<file path="config.mk">
export PLATFORM = sky130hd
export DESIGN_NAME = sqrt_seq_flat
export DESIGN_NICKNAME = d
export VERILOG_FILES = /design/src/rtl/sqrt_pkg.sv /design/src/rtl/sqrt_seq_if.sv /design/src/rtl/sqrt_step.sv /design/src/rtl/sqrt_seq.sv /design/src/flat_wrapper.sv
export SDC_FILE = /design/constraint.sdc
export NUM_CORES = 1
export LEC_CHECK = 0
export BUFFER_PORTS_ARGS = -buffer_cell sky130_fd_sc_hd__buf_2
export CORE_MARGIN = 1.5
export CORE_UTILIZATION = 36
export CTS_CLUSTER_SIZE = 8
export DETAILED_ROUTE_END_ITERATION = 10
export PLACE_DENSITY = 0.55
export SETUP_SLACK_MARGIN = 0.1
export SKIP_CTS_REPAIR_TIMING = 1
export SYNTH_ARGS = -nofsm -noshare
export SYNTH_HDL_FRONTEND = slang
export SYNTH_SLANG_ARGS = --single-unit
</file>
<file path="constraint.sdc">
create_clock -name clk -period 2.3 [get_ports clk]
set_input_delay 0.23 -clock clk [delete_from_list [all_inputs] [get_ports clk]]
set_output_delay 0.23 -clock clk [all_outputs]
set_load 0.01 [all_outputs]
</file>
<file path="src/rtl/sqrt_pkg.sv">
// Shared types and elaboration-time helpers for the sequential square root.
//   sqrt_state_e   : controller states
//   sqrt_root_bits : root width N = (W+F)/2, also the iteration count
//   sqrt_params_ok : legal W/F combination (W+F even, F <= W-2)
//   sqrt_cnt_bits  : iteration counter width for a given N
package sqrt_pkg;

  typedef enum logic [1:0] {
    IDLE = 2'd0,
    CALC = 2'd1,
    DONE = 2'd2
  } sqrt_state_e;

  function automatic int unsigned sqrt_root_bits(input int unsigned w, input int unsigned f);
    return (w + f) / 2;
  endfunction

  // F <= W-2 also guarantees the rounded N+1-bit root fits in W bits.
  function automatic bit sqrt_params_ok(input int unsigned w, input int unsigned f);
    return (((w + f) % 2) == 0) && ((f + 2) <= w);
  endfunction

  function automatic int unsigned sqrt_cnt_bits(input int unsigned n);
    return (n > 1) ? $clog2(n) : 1;
  endfunction

endpackage

</file>
<file path="src/rtl/sqrt_seq_if.sv">
// Operand/result handshake bundle for sqrt_seq.
//   in_valid/in_ready/data_in        : operand channel (Q(W-F).F radicand)
//   out_valid/out_ready/data_out     : result channel (Q(W-F).F root)
//   rem_out                          : N+1-bit integer remainder of the truncated root
interface sqrt_seq_if
  import sqrt_pkg::*;
#(
  parameter int unsigned W = 16,
  parameter int unsigned F = 8
) ();
  localparam int unsigned N = sqrt_root_bits(W, F);

  logic         in_valid;
  logic         in_ready;
  logic [W-1:0] data_in;
  logic         out_valid;
  logic         out_ready;
  logic [W-1:0] data_out;
  logic [N:0]   rem_out;

  modport slave (
    input  in_valid, data_in, out_ready,
    output in_ready, out_valid, data_out, rem_out
  );

  modport master (
    output in_valid, data_in, out_ready,
    input  in_ready, out_valid, data_out, rem_out
  );
endinterface

</file>
<file path="src/rtl/sqrt_step.sv">
// One restoring square-root digit step, purely combinational.
//   rem_i  : partial remainder before this digit
//   bits_i : next two radicand bits, MSB first
//   root_i : partial root before this digit
//   rem_o  : partial remainder after this digit
//   bit_o  : new root bit (1 when the trial subtraction does not go negative)
module sqrt_step #(
  parameter int unsigned N = 12
) (
  input  logic [N:0]   rem_i,
  input  logic [1:0]   bits_i,
  input  logic [N-1:0] root_i,
  output logic [N:0]   rem_o,
  output logic         bit_o
);
  // Shifted remainder can reach 8*root+3, hence two guard bits above N+1.
  localparam int unsigned XW = N + 3;

  logic [XW-1:0] shifted_c;
  logic [XW-1:0] trial_c;
  logic [XW-1:0] diff_c;

  always_comb begin
    shifted_c = {rem_i, bits_i};
    trial_c   = XW'({root_i, 2'b01});
    diff_c    = shifted_c - trial_c;
    bit_o     = (shifted_c >= trial_c);
    // Either result is bounded by 2*new_root, so N+1 bits always suffice.
    rem_o     = (N+1)'(bit_o ? diff_c : shifted_c);
  end
endmodule

</file>
<file path="src/rtl/sqrt_seq.sv">
// Sequential unsigned fixed-point square root, one root bit per cycle.
//   clk, rst_n : clock (rising edge), asynchronous active-low reset
//   bus        : sqrt_seq_if slave; accepts a radicand in IDLE, presents
//                floor(sqrt(data_in*2^F)) (or rounded when ROUND=1) and the
//                remainder of the truncated root until consumed.
module sqrt_seq
  import sqrt_pkg::*;
#(
  parameter int unsigned W     = 16,
  parameter int unsigned F     = 8,
  parameter int unsigned ROUND = 0
) (
  input  logic      clk,
  input  logic      rst_n,
  sqrt_seq_if.slave bus
);
  localparam int unsigned N  = sqrt_root_bits(W, F);
  localparam int unsigned RW = 2 * N;
  localparam int unsigned CW = sqrt_cnt_bits(N);

  if (!sqrt_params_ok(W, F)) begin : g_bad_params
    $error("sqrt_seq: W+F must be even and F <= W-2");
  end

  sqrt_state_e   state_q,     state_d;
  logic [CW-1:0] cnt_q,       cnt_d;
  logic [RW-1:0] rad_q,       rad_d;
  logic [N:0]    rem_q,       rem_d;
  logic [N-1:0]  root_q,      root_d;
  logic          in_ready_q,  in_ready_d;
  logic          out_valid_q, out_valid_d;
  logic [W-1:0]  data_out_q,  data_out_d;
  logic [N:0]    rem_out_q,   rem_out_d;

  logic [N:0]    step_rem_c;
  logic          step_bit_c;
  logic [N-1:0]  root_next_c;
  logic [N:0]    rounded_c;

  // Single shared digit step, fed from the top two radicand bits.
  sqrt_step #(.N(N)) u_step (
    .rem_i  (rem_q),
    .bits_i (rad_q[RW-1 -: 2]),
    .root_i (root_q),
    .rem_o  (step_rem_c),
    .bit_o  (step_bit_c)
  );

  // Root after this digit, and its round-to-nearest variant (rem > root).
  always_comb begin
    root_next_c = (root_q << 1) | N'(step_bit_c);
    rounded_c   = {1'b0, root_next_c} + (N+1)'(step_rem_c > {1'b0, root_next_c});
  end

  // Next-state and datapath control.
  always_comb begin
    state_d    = state_q;
    cnt_d      = cnt_q;
    rad_d      = rad_q;
    rem_d      = rem_q;
    root_d     = root_q;
    data_out_d = data_out_q;
    rem_out_d  = rem_out_q;

    unique case (state_q)
      IDLE: begin
        if (bus.in_valid) begin
          rad_d   = RW'(bus.data_in) << F;
          rem_d   = '0;
          root_d  = '0;
          cnt_d   = CW'(N - 1);
          state_d = CALC;
        end
      end
      CALC: begin
        rad_d  = rad_q << 2;
        rem_d  = step_rem_c;
        root_d = root_next_c;
        cnt_d  = cnt_q - CW'(1);
        if (cnt_q == '0) begin
          // Result latched on DONE entry so rounding costs no extra cycle.
          data_out_d = (ROUND != 0) ? W'(rounded_c) : W'(root_next_c);
          rem_out_d  = step_rem_c;
          state_d    = DONE;
        end
      end
      DONE: begin
        if (bus.out_ready) begin
          state_d = IDLE;
        end
      end
      default: state_d = IDLE;
    endcase

    in_ready_d  = (state_d == IDLE);
    out_valid_d = (state_d == DONE);
  end

  // State and datapath registers.
  always_ff @(posedge clk or negedge rst_n) begin
    if (!rst_n) begin
      state_q     <= IDLE;
      cnt_q       <= '0;
      rad_q       <= '0;
      rem_q       <= '0;
      root_q      <= '0;
      in_ready_q  <= 1'b1;
      out_valid_q <= 1'b0;
      data_out_q  <= '0;
      rem_out_q   <= '0;
    end else begin
      state_q     <= state_d;
      cnt_q       <= cnt_d;
      rad_q       <= rad_d;
      rem_q       <= rem_d;
      root_q      <= root_d;
      in_ready_q  <= in_ready_d;
      out_valid_q <= out_valid_d;
      data_out_q  <= data_out_d;
      rem_out_q   <= rem_out_d;
    end
  end

  assign bus.in_ready  = in_ready_q;
  assign bus.out_valid = out_valid_q;
  assign bus.data_out  = data_out_q;
  assign bus.rem_out   = rem_out_q;
endmodule
</file>
<file path="src/flat_wrapper.sv">
// flat-port wrapper written by rule: the top's interface ports become plain ports
module sqrt_seq_flat import sqrt_pkg::*;
#(
  parameter int unsigned W     = 16,
  parameter int unsigned F     = 8,
  parameter int unsigned ROUND = 0
)
  (clk, rst_n, bus_in_valid, bus_data_in, bus_out_ready, bus_in_ready, bus_out_valid, bus_data_out, bus_rem_out);
  sqrt_seq_if #(.W(W), .F(F)) bus_i ();
  input  logic clk;
  input  logic rst_n;
  input wire logic [$bits(bus_i.in_valid)-1:0] bus_in_valid;
  input wire logic [$bits(bus_i.data_in)-1:0] bus_data_in;
  input wire logic [$bits(bus_i.out_ready)-1:0] bus_out_ready;
  output wire logic [$bits(bus_i.in_ready)-1:0] bus_in_ready;
  output wire logic [$bits(bus_i.out_valid)-1:0] bus_out_valid;
  output wire logic [$bits(bus_i.data_out)-1:0] bus_data_out;
  output wire logic [$bits(bus_i.rem_out)-1:0] bus_rem_out;
  assign bus_i.in_valid = bus_in_valid;
  assign bus_i.data_in = bus_data_in;
  assign bus_i.out_ready = bus_out_ready;
  assign bus_in_ready = bus_i.in_ready;
  assign bus_out_valid = bus_i.out_valid;
  assign bus_data_out = bus_i.data_out;
  assign bus_rem_out = bus_i.rem_out;
  sqrt_seq #(.W(W), .F(F), .ROUND(ROUND)) u_core (.clk(clk), .rst_n(rst_n), .bus(bus_i));
endmodule
</file>
# ---- Word level (Yosys, flattened, before mapping)
# Cells that the tools add are included.
dict set report word_totals {
  in_bits 20
  wordCells 36
  out_inout_bits 31
  ff_bits 82
}
dict set report classes {
  magnitude_cmp 1
  add_sub_neg 2
  n_bitwise 1
  muxes 13
  n_reduce_logical 6
  n_eq_ne 4
}
# operator count
set op_table {}
lappend op_table {{24-bit one-hot mux with 2 select lines} 1}
lappend op_table {{13-bit 2-to-1 mux} 2}
lappend op_table {{13-bit one-hot mux with 2 select lines} 1}
lappend op_table {{24-bit 2-to-1 mux} 1}
lappend op_table {{12-bit one-hot mux with 2 select lines} 1}
lappend op_table {{15-bit by 14-bit >= comparator with 1-bit output} 1}
lappend op_table {{13-bit subtractor} 1}
lappend op_table {{12-bit 2-to-1 mux} 1}
lappend op_table {{12-bit by 1-bit bitwise OR with 12-bit output} 1}
lappend op_table {{4-bit one-hot mux with 2 select lines} 1}
lappend op_table {{2-bit 2-to-1 mux} 3}
lappend op_table {{2-bit one-hot mux with 3 select lines} 1}
lappend op_table {{2-bit equality test (second input constant)} 2}
lappend op_table {{2-bit logical NOT} 2}
lappend op_table {{4-bit logical NOT} 1}
lappend op_table {{4-bit 2-to-1 mux} 1}
lappend op_table {{2-bit AND reduction} 2}
lappend op_table {{4-bit by 1-bit subtractor with 4-bit output (second input constant)} 1}
lappend op_table {{2-bit by 1-bit equality test with 1-bit output (second input constant)} 1}
lappend op_table {{2-bit != test (second input constant)} 1}
lappend op_table {{2-bit nonzero test} 1}

# ---- Depth between registers and ports, before layout
# Gate-level depths: netlist (run 1).
dict set report depth {
  depth_word 4
  ltp_mapped 9
  ltp_nobuf 8
}

# ---- Cells and area by module
# A second synthesis (run 1) with hierarchy kept.
dict set report hier_totals {
  cells_unflattened 344
  hier_area_um2 4077.7
}
# mod seq_area_each_um2 instances cells_each area_per_inst_um2
set by_module_without_submodules {}
lappend by_module_without_submodules {sqrt_seq 1853.0 1 220 3044.2}
lappend by_module_without_submodules {sqrt_step 0.0 1 124 1033.5}

# ---- Worst setup path before layout (run 1)
# Ideal clock, no wire load.
dict set report synth_timing {
  path_kind {register -> register}
  startpoint {register u_core.root_q[4]}
  endpoint {register u_core.rem_out_q[11], in the netlist u_core.bus.rem_out[11]}
  stages_incl_launch_ff 10
  arrival_ns 1.890
  period_less_slack_ns 2.031
  setup_slack_ns 0.269
  setup_ns 0.142
  path_buffers 1
  t_required_ns 2.158
  path_cell_list {dfrtp_1 -> inv_1 -> ha_1 -> a21oi_1 -> o211ai_1 -> a21oi_2 -> a21oi_2 -> buf_4 -> o21ai_0 -> a31oi_1}
}
dict set report synth_via {
  elab_chain_cells 2
  elab_cells_between_ends 3
  classes_between {1 x add/sub; 1 x order compare; 1 x mux}
}
# element line
set synth_lines {}
lappend synth_lines {{start, declared} sqrt_seq.sv:29} ;# logic [N-1:0] root_q, root_d;
lappend synth_lines {{start signal, assigned} sqrt_seq.sv:116} ;# root_q <= root_d;
lappend synth_lines {{13-bit subtractor or 15-bit by 14-bit >= comparator with 1-bit output (tied branches)} {sqrt_step.sv:26, sqrt_step.sv:27}}
lappend synth_lines {{13-bit 2-to-1 mux *} sqrt_step.sv:29} ;# rem_o = (N+1)'(bit_o ? diff_c : shifted_c);
lappend synth_lines {{end signal, assigned} sqrt_seq.sv:120} ;# rem_out_q <= rem_out_d;
lappend synth_lines {{end, declared} sqrt_seq.sv:33} ;# logic [N:0] rem_out_q, rem_out_d;
# Mark *: on every way between the ends. The rest lies on a longest branch, timed or not.
# A chain may end at the register's enable or synchronous reset.

# ---- Final worst setup path (run 1)
dict set report layout_timing {
  startpoint {register u_core.rem_q[0]}
  endpoint {register u_core.rem_q[2]}
}
dict set report layout_via {
  elab_chain_cells 3
  elab_cells_between_ends 4
  classes_between {1 x add/sub; 1 x order compare; 2 x mux}
}
# element line
set layout_lines {}
lappend layout_lines {{start, declared} sqrt_seq.sv:28} ;# logic [N:0] rem_q, rem_d;
lappend layout_lines {{start signal, assigned} sqrt_seq.sv:115} ;# rem_q <= rem_d;
lappend layout_lines {{13-bit subtractor or 15-bit by 14-bit >= comparator with 1-bit output (tied branches)} {sqrt_step.sv:26, sqrt_step.sv:27}}
lappend layout_lines {{13-bit 2-to-1 mux *} sqrt_step.sv:29}
lappend layout_lines {{13-bit one-hot mux with 2 select lines *} sqrt_seq.sv:65} ;# unique case (state_q)
# Marked as above.

==> results of run 1 <==
-- synth_stat cells (4+ instances only) --
cell | instances | area, µm²
nor2_1 | 13 | 48.8
and2_1 | 4 | 25.0
ha_1 | 16 | 200
clkbuf_1 | 18 | 67.6
a31oi_1 | 8 | 50.1
nor3_1 | 9 | 45.0
o21ai_0 | 57 | 285
mux2i_1 | 14 | 140
a21oi_1 | 19 | 95.1
nand3_1 | 8 | 40.0
a21o_1 | 4 | 30.0
xnor2_1 | 7 | 61.3
nand4_1 | 9 | 56.3
inv_1 | 18 | 67.6
o211ai_1 | 6 | 45.0
nor2b_1 | 9 | 56.3
buf_4 | 6 | 45.0
nand2_1 | 65 | 244
nand2b_1 | 8 | 50.1
dfrtp_1 | 73 | 1830
o31ai_1 | 6 | 45.0
-- layer usage --
layer / up-vias / wire length [µm]
met4: 0 / 33
met5: - / 0
met1: 1502 / 4340
li1: 1593 / -
met2: 86 / 4260
met3: 2 / 574
-- worst max path at each step --
stage | to | from | cells after the start
after floorplan | u_core.bus.rem_out[11]$_DFFE_PN0P_ | u_core.root_q[4]$_DFFE_PN0P_ | 9
after global placement | u_core.bus.rem_out[11]$_DFFE_PN0P_ | u_core.root_q[4]$_DFFE_PN0P_ | 9
after detailed placement | u_core.rem_q[0]$_DFFE_PN0P_ | u_core.root_q[4]$_DFFE_PN0P_ | 8
after CTS | u_core.bus.rem_out[11]$_DFFE_PN0P_ | u_core.root_q[4]$_DFFE_PN0P_ | 9
after global routing | u_core.bus.rem_out[11]$_DFFE_PN0P_ | u_core.rem_q[0]$_DFFE_PN0P_ | 9
final | u_core.rem_q[2]$_DFFE_PN0P_ | u_core.rem_q[0]$_DFFE_PN0P_ | 8
-- metrics by stage --
stage,cells,cell area [µm²],hold WS (ps),utilization
global placement,594,4340,287,0.419
floorplan,418,3870,-65.6,-
global route,619,4790,94.0,0.462
detailed placement,594,4340,285,0.419
finish,619,4790,94.7,0.462
CTS,610,4520,-101,0.436
-- cells by family (layout without fill, tap and decap cells) --
logic type,Yosys count,after routing,share of synthesized area
fa+ha+maj,16,16,0.0519
other cells,1,4,0.000972
xor+xnor,8,8,0.0182
simple gates,129,129,0.155
flops,74,74,0.480
mux,15,15,0.0392
buf+inv,46,109,0.0535
compound gates,126,128,0.201
-- area by class of cell --
type | count | area (µm²)
well taps | 136 | 170
inverters | 18 | 67.6
clock buffers | 12 | 155
fillers | 1017 | 5580
multi-input cells | 300 | 2030
flip-flops and latches | 74 | 1850
clock inverters | 4 | 26.3
repair buffers | 75 | 485
-- worst max-delay path, cell delays in order (launching register included) --
cell,delay (ps)
dfrtp_2,440
ha_4,270
o211ai_1,210
o211ai_1,170
a21oi_2,280
a21oi_4,130
buf_4,150
nor3_1,250
o31ai_1,120
-- flip-flops by register name, summed over array words and instances, names as in the netlist, 2 cells and up --
register and cells:
u_core.rad_q 16, u_core.bus.rem_out 13, u_core.rem_q 13, u_core.bus.data_out 12, u_core.root_q 12, u_core.cnt_q 4
u_core.state_q 2
==> results.cfg, run 1 <==
[logic_synthesis]
synth.distinct_cells = 46
syn_area_um2 = 3860
syn-instance-count = 415
ys_ff_latch = 74
yosysSeqAreaShare = 0.480
syn_area_per_cell_um2 = 9.30
async_flop_share = 1.00
yosysWarnings = 0
synth_edf_count = 0
synthFlopType = dfrtp_1

[global_routing]
use_met2 = 0.258
busiest_layer = met2
grtUsageMet1 = 0.224
met3_usage = 0.0533
grt_first_pass_wirelength_um = 15100
gr-total-overflow = 0
grt_use_total = 0.168
grt_pass1_vias = 3146
antenna_found_initial = 0
grt_max_degree = 75

[clock_network]
cts.sinks = 74
cts_buffer_depth = 2
clockRootBuffer = clkbuf_8
clkTransAtPathRegs_ps = 80
cts_tree = done
htree_levels = 3
cts_buffers = 9
clk_latency_ps = 350

[critical_path]
worst-setup-path-type = flop to flop
cp.arrival_ps = 2370
r2r_setup_slack_ps = 130
worstPathMaxFanout = 5
crit_path_end_kind = flop
ff2ff_path_depth = 8
cp-start-kind = flop
crit-reg2reg-capture = u_core.rem_q[2]$_DFFE_PN0P_
rr_startpoint = u_core.rem_q[0]$_DFFE_PN0P_
required_ps = 2500

[sta]
setup_ws_ps = 131
final.setup.tns_ps = 0
min_period_ps = 2170
max_slew_margin = 0.578
max_slew.worst_pin.slew_ps = 631
rsz0062_at_grt = true
clock_skew_ps = 14.3
min_period_over_period = 0.943
max_freq_mhz = 461
setup_viol = 0
maxSlewViolCount = 0
hold_viol = 0

[detailed_routing]
detail-route-antenna-nets = 0
wire_per_inst_um = 14.9
first_pass_iters = 4
drt_wl_total_um = 9210
drt_iter0_drc = 144
vias = 3183
drc_errors = 0
routed_via_density = 5.14

[cells_and_area]
area_delta_synth_final_pct = 24.1
layout.nets = 514
layout_common_cells = 72 x dfrtp_1, 65 x nand2_1, 52 x o21ai_0
mostFrequentLayoutCell = dfrtp_1
layout-drive-gt1-share = 0.253
diodes = 0

[placement]
place_congestion = 0.824
dp_slack_ps = 14.9
place_hpwl_um = 6170
portBuffers = 46

[run]
maxCapViolCount = 0

[die]
coreArea_um2 = 10400
pin_count = 51
fp-row-count = 37
initial_core_util = 0.372
die_w_um = 107
die_h_um = 107
dieArea_um2 = 11300

[hold_path]
worstHoldStart = bus_out_ready
whs_path_depth = 2
hold_class = input port to flop
hold-path-endpoint = u_core.bus.out_valid$_DFF_PN0_

[status]
status = completed
Power of run 1 is not shown: default switching activity piles up to over one toggle a cycle in this logic, so the estimate is an artifact.
==> run 2, diff against run 1 <==
--- a/config.mk
+++ b/config.mk
@@ -5,6 +5,7 @@
 export SDC_FILE = /design/constraint.sdc
 export NUM_CORES = 1
 export LEC_CHECK = 0
+export ABC_AREA = 1
 export BUFFER_PORTS_ARGS = -buffer_cell sky130_fd_sc_hd__buf_2
 export CORE_MARGIN = 1.5
 export CORE_UTILIZATION = 36
==> run 2 against run 1 <==
Worst hold slack lost 40 ps. Synthesized cell count up 22%. Largest cell class is now sequential cells. Clock skew decreased by 7.2 ps. Cell count grew 13%. First-iteration DRC count rose by 6.3%. Die area up 3.3%. Utilization decreased by 3.9 points. Critical path type unchanged. Sequential share of layout area grew 1.7 points. Highest routed layer unchanged. Register-to-register slack improved by 140 ps. Flip-flop and latch count is the same.
==> results.cfg, run 2 <==
[status]
status = completed

[placement]
place_congestion = 0.901
portBuffers = 46
placed_cell_area_um2 = 4350
dp_slack_ps = 154
place_hpwl_um = 6810

[logic_synthesis]
yosysSeqAreaShare = 0.465
synth_edf_count = 0
ys_ff_latch = 74
async_flop_share = 1.00
synth.distinct_cells = 32
yosysWarnings = 0
ys_top_cells_by_count = 179 x nand2_1, 73 x dfrtp_1, 60 x inv_1
netlist.top_cell.by_area = dfrtp_1
syn-instance-count = 507
syn_area_um2 = 3990
synth_top_area_share = 0.458
syn_area_per_cell_um2 = 7.87
synth_most_common_cell = nand2_1
synthTopCellsByArea = dfrtp_1 46%, nand2_1 17%, inv_1 5.6%
synthFlopType = dfrtp_1

[die]
coreArea_um2 = 10800
pin_count = 51
dieArea_um2 = 11700
die_w_um = 108
die_h_um = 108
initial_core_util = 0.368
fp-row-count = 38

[global_routing]
grt_first_pass_wirelength_um = 16100
antenna_found_initial = 0
grt_max_degree = 75
grt_use_total = 0.181
gr-total-overflow = 0
grt_pass1_vias = 3238

[power]
vdd_drop_max_mv = 0.714
p_sw_frac = 0.489
p_seq_frac = 0.283
power_density_nw_per_um2 = 1740
p_switching_mw = 3.89
p_int_mw = 4.07
p_leak_nw = 2.47
comb_power_share = 0.601
pwr-share-clk = 0.116

[detailed_routing]
routed_via_density = 4.81
vias = 3358
drt_wl_total_um = 9540
detail-route-antenna-nets = 0
drt_iter0_drc = 153
wire_per_inst_um = 13.7
first_pass_iters = 4
drc_errors = 0

[clock_network]
htree_levels = 3
clk_latency_ps = 370
clkTransAtPathRegs_ps = 70
cts_tree = done
clockRootBuffer = clkbuf_8
cts_buffers = 9
cts_buffer_depth = 2
cts.sinks = 74

[sta]
rsz0062_at_grt = false
setup_ws_ps = 268
maxSlewViolCount = 0
clock_skew_ps = 7.11
min_period_over_period = 0.884
max_slew.worst_pin.slew_ps = 610
hold_viol = 0
max_slew_margin = 0.593
max_freq_mhz = 492
setup_viol = 0
min_period_ps = 2030
final.setup.tns_ps = 0

[hold_path]
worstHoldStart = bus_out_ready
whs_path_depth = 2
hold-path-endpoint = u_core.bus.out_valid$_DFF_PN0_
hold_class = input port to flop

[cells_and_area]
largest_reg_flops = 16
area_delta_synth_final_pct = 14.8
mostFrequentLayoutCell = nand2_1
layout.nets = 589
fin_util = 0.422
layout_common_cells = 179 x nand2_1, 73 x dfrtp_1, 60 x inv_1
diodes = 0
layout-drive-gt1-share = 0.159
fillers = 1156
regMostFlops = u_core.rad_q
final_area_um2 = 4580

[critical_path]
critPathSlowestCell = dfrtp_1
crit-reg2reg-capture = u_core.rem_q[8]$_DFFE_PN0P_
r2r_setup_slack_ps = 270
crit_top_cell = nand2_1
crit_chain = ha_1, nand2_1, nor2_2, nand4_4, buf_4, nand4_1, nand2_2, nand2_1, nand2_1
worstPathMaxFanout = 10
cp-start-kind = flop
cp.arrival_ps = 2290
worst-setup-path-type = flop to flop
crit_path_end_kind = flop
required_ps = 2560
ff2ff_path_depth = 9
critPathMaxStageDelay_ps = 430
rr_startpoint = u_core.rem_q[7]$_DFFE_PN0P_

[run]
maxCapViolCount = 0
run 2: layout make-up:
cell class	instances	area (µm²)	area share
multi-input cells	352	1830	0.400
flip-flops and latches	74	1850	0.405
well taps	140	175	0.0383
inverters	61	229	0.0500
clock buffers	16	170	0.0372
repair buffers	55	319	0.0697
run 2: power groups by stage:
stage / Combinational [mW] / Sequential (mW) / Clock (mW)
CTS: 4.74 / 2.26 / 0.966
global route: 5.62 / 2.32 / 1.02
floorplan: 3.59 / 2.27 / 0
detailed placement: 4.73 / 2.28 / 0
finish: 4.79 / 2.25 / 0.922
global placement: 4.69 / 2.27 / 0
run 2: worst max-delay path, delay by kind of cell, from the launching register on:
| kind | cells | cell delay (ps) |
|---|---|---|
| buffers and inverters | 1 | 230 |
| adder cells (fa/ha/maj) | 1 | 370 |
| AND/OR/NAND/NOR | 7 | 910 |
| flip-flops | 1 | 430 |
run 2: cell families (layout without fill, tap and decap cells):
logic type	count (synthesis)	in the layout	synth area share
simple gates	259	260	0.282
buf+inv	85	132	0.0916
flops	74	74	0.465
compound gates	65	65	0.0954
fa+ha+maj	16	16	0.0502
xor+xnor	7	7	0.0154
other cells	1	4	0.000940
run 2: per-stage QoR:
stage               std cells  total power [mW]  hold slack (ps)
floorplan                 510              5.86            -65.6
global placement          680              6.95              280
detailed placement        680              7.01              286
CTS                       696              7.97             -122
global route              698              8.96             41.3
finish                    698              7.96             54.4
run 2: worst max-delay path by stage:
stage	startpoint	to	slack [ps]	depth (start not counted)
floorplan	u_core.root_q[7]$_DFFE_PN0P_	u_core.rem_q[5]$_DFFE_PN0P_	530	13
finish	u_core.rem_q[7]$_DFFE_PN0P_	u_core.rem_q[8]$_DFFE_PN0P_	270	9
global placement	u_core.root_q[0]$_DFFE_PN0P_	u_core.bus.rem_out[7]$_DFFE_PN0P_	180	12
detailed placement	u_core.rem_q[0]$_DFFE_PN0P_	u_core.bus.rem_out[11]$_DFFE_PN0P_	150	11
global route	u_core.rem_q[0]$_DFFE_PN0P_	u_core.rem_q[7]$_DFFE_PN0P_	90	11
CTS	u_core.rem_q[0]$_DFFE_PN0P_	u_core.rem_q[7]$_DFFE_PN0P_	130	11
run 2: routing by layer:
| metal | wire length (µm) | track usage |
|---|---|---|
| met4 | 260 | 0.0808 |
| met3 | 434 | 0.0591 |
| met1 | 4340 | 0.224 |
| met5 | 0 | 0 |
| met2 | 4510 | 0.287 |
Power figures use the tool's default switching activity.
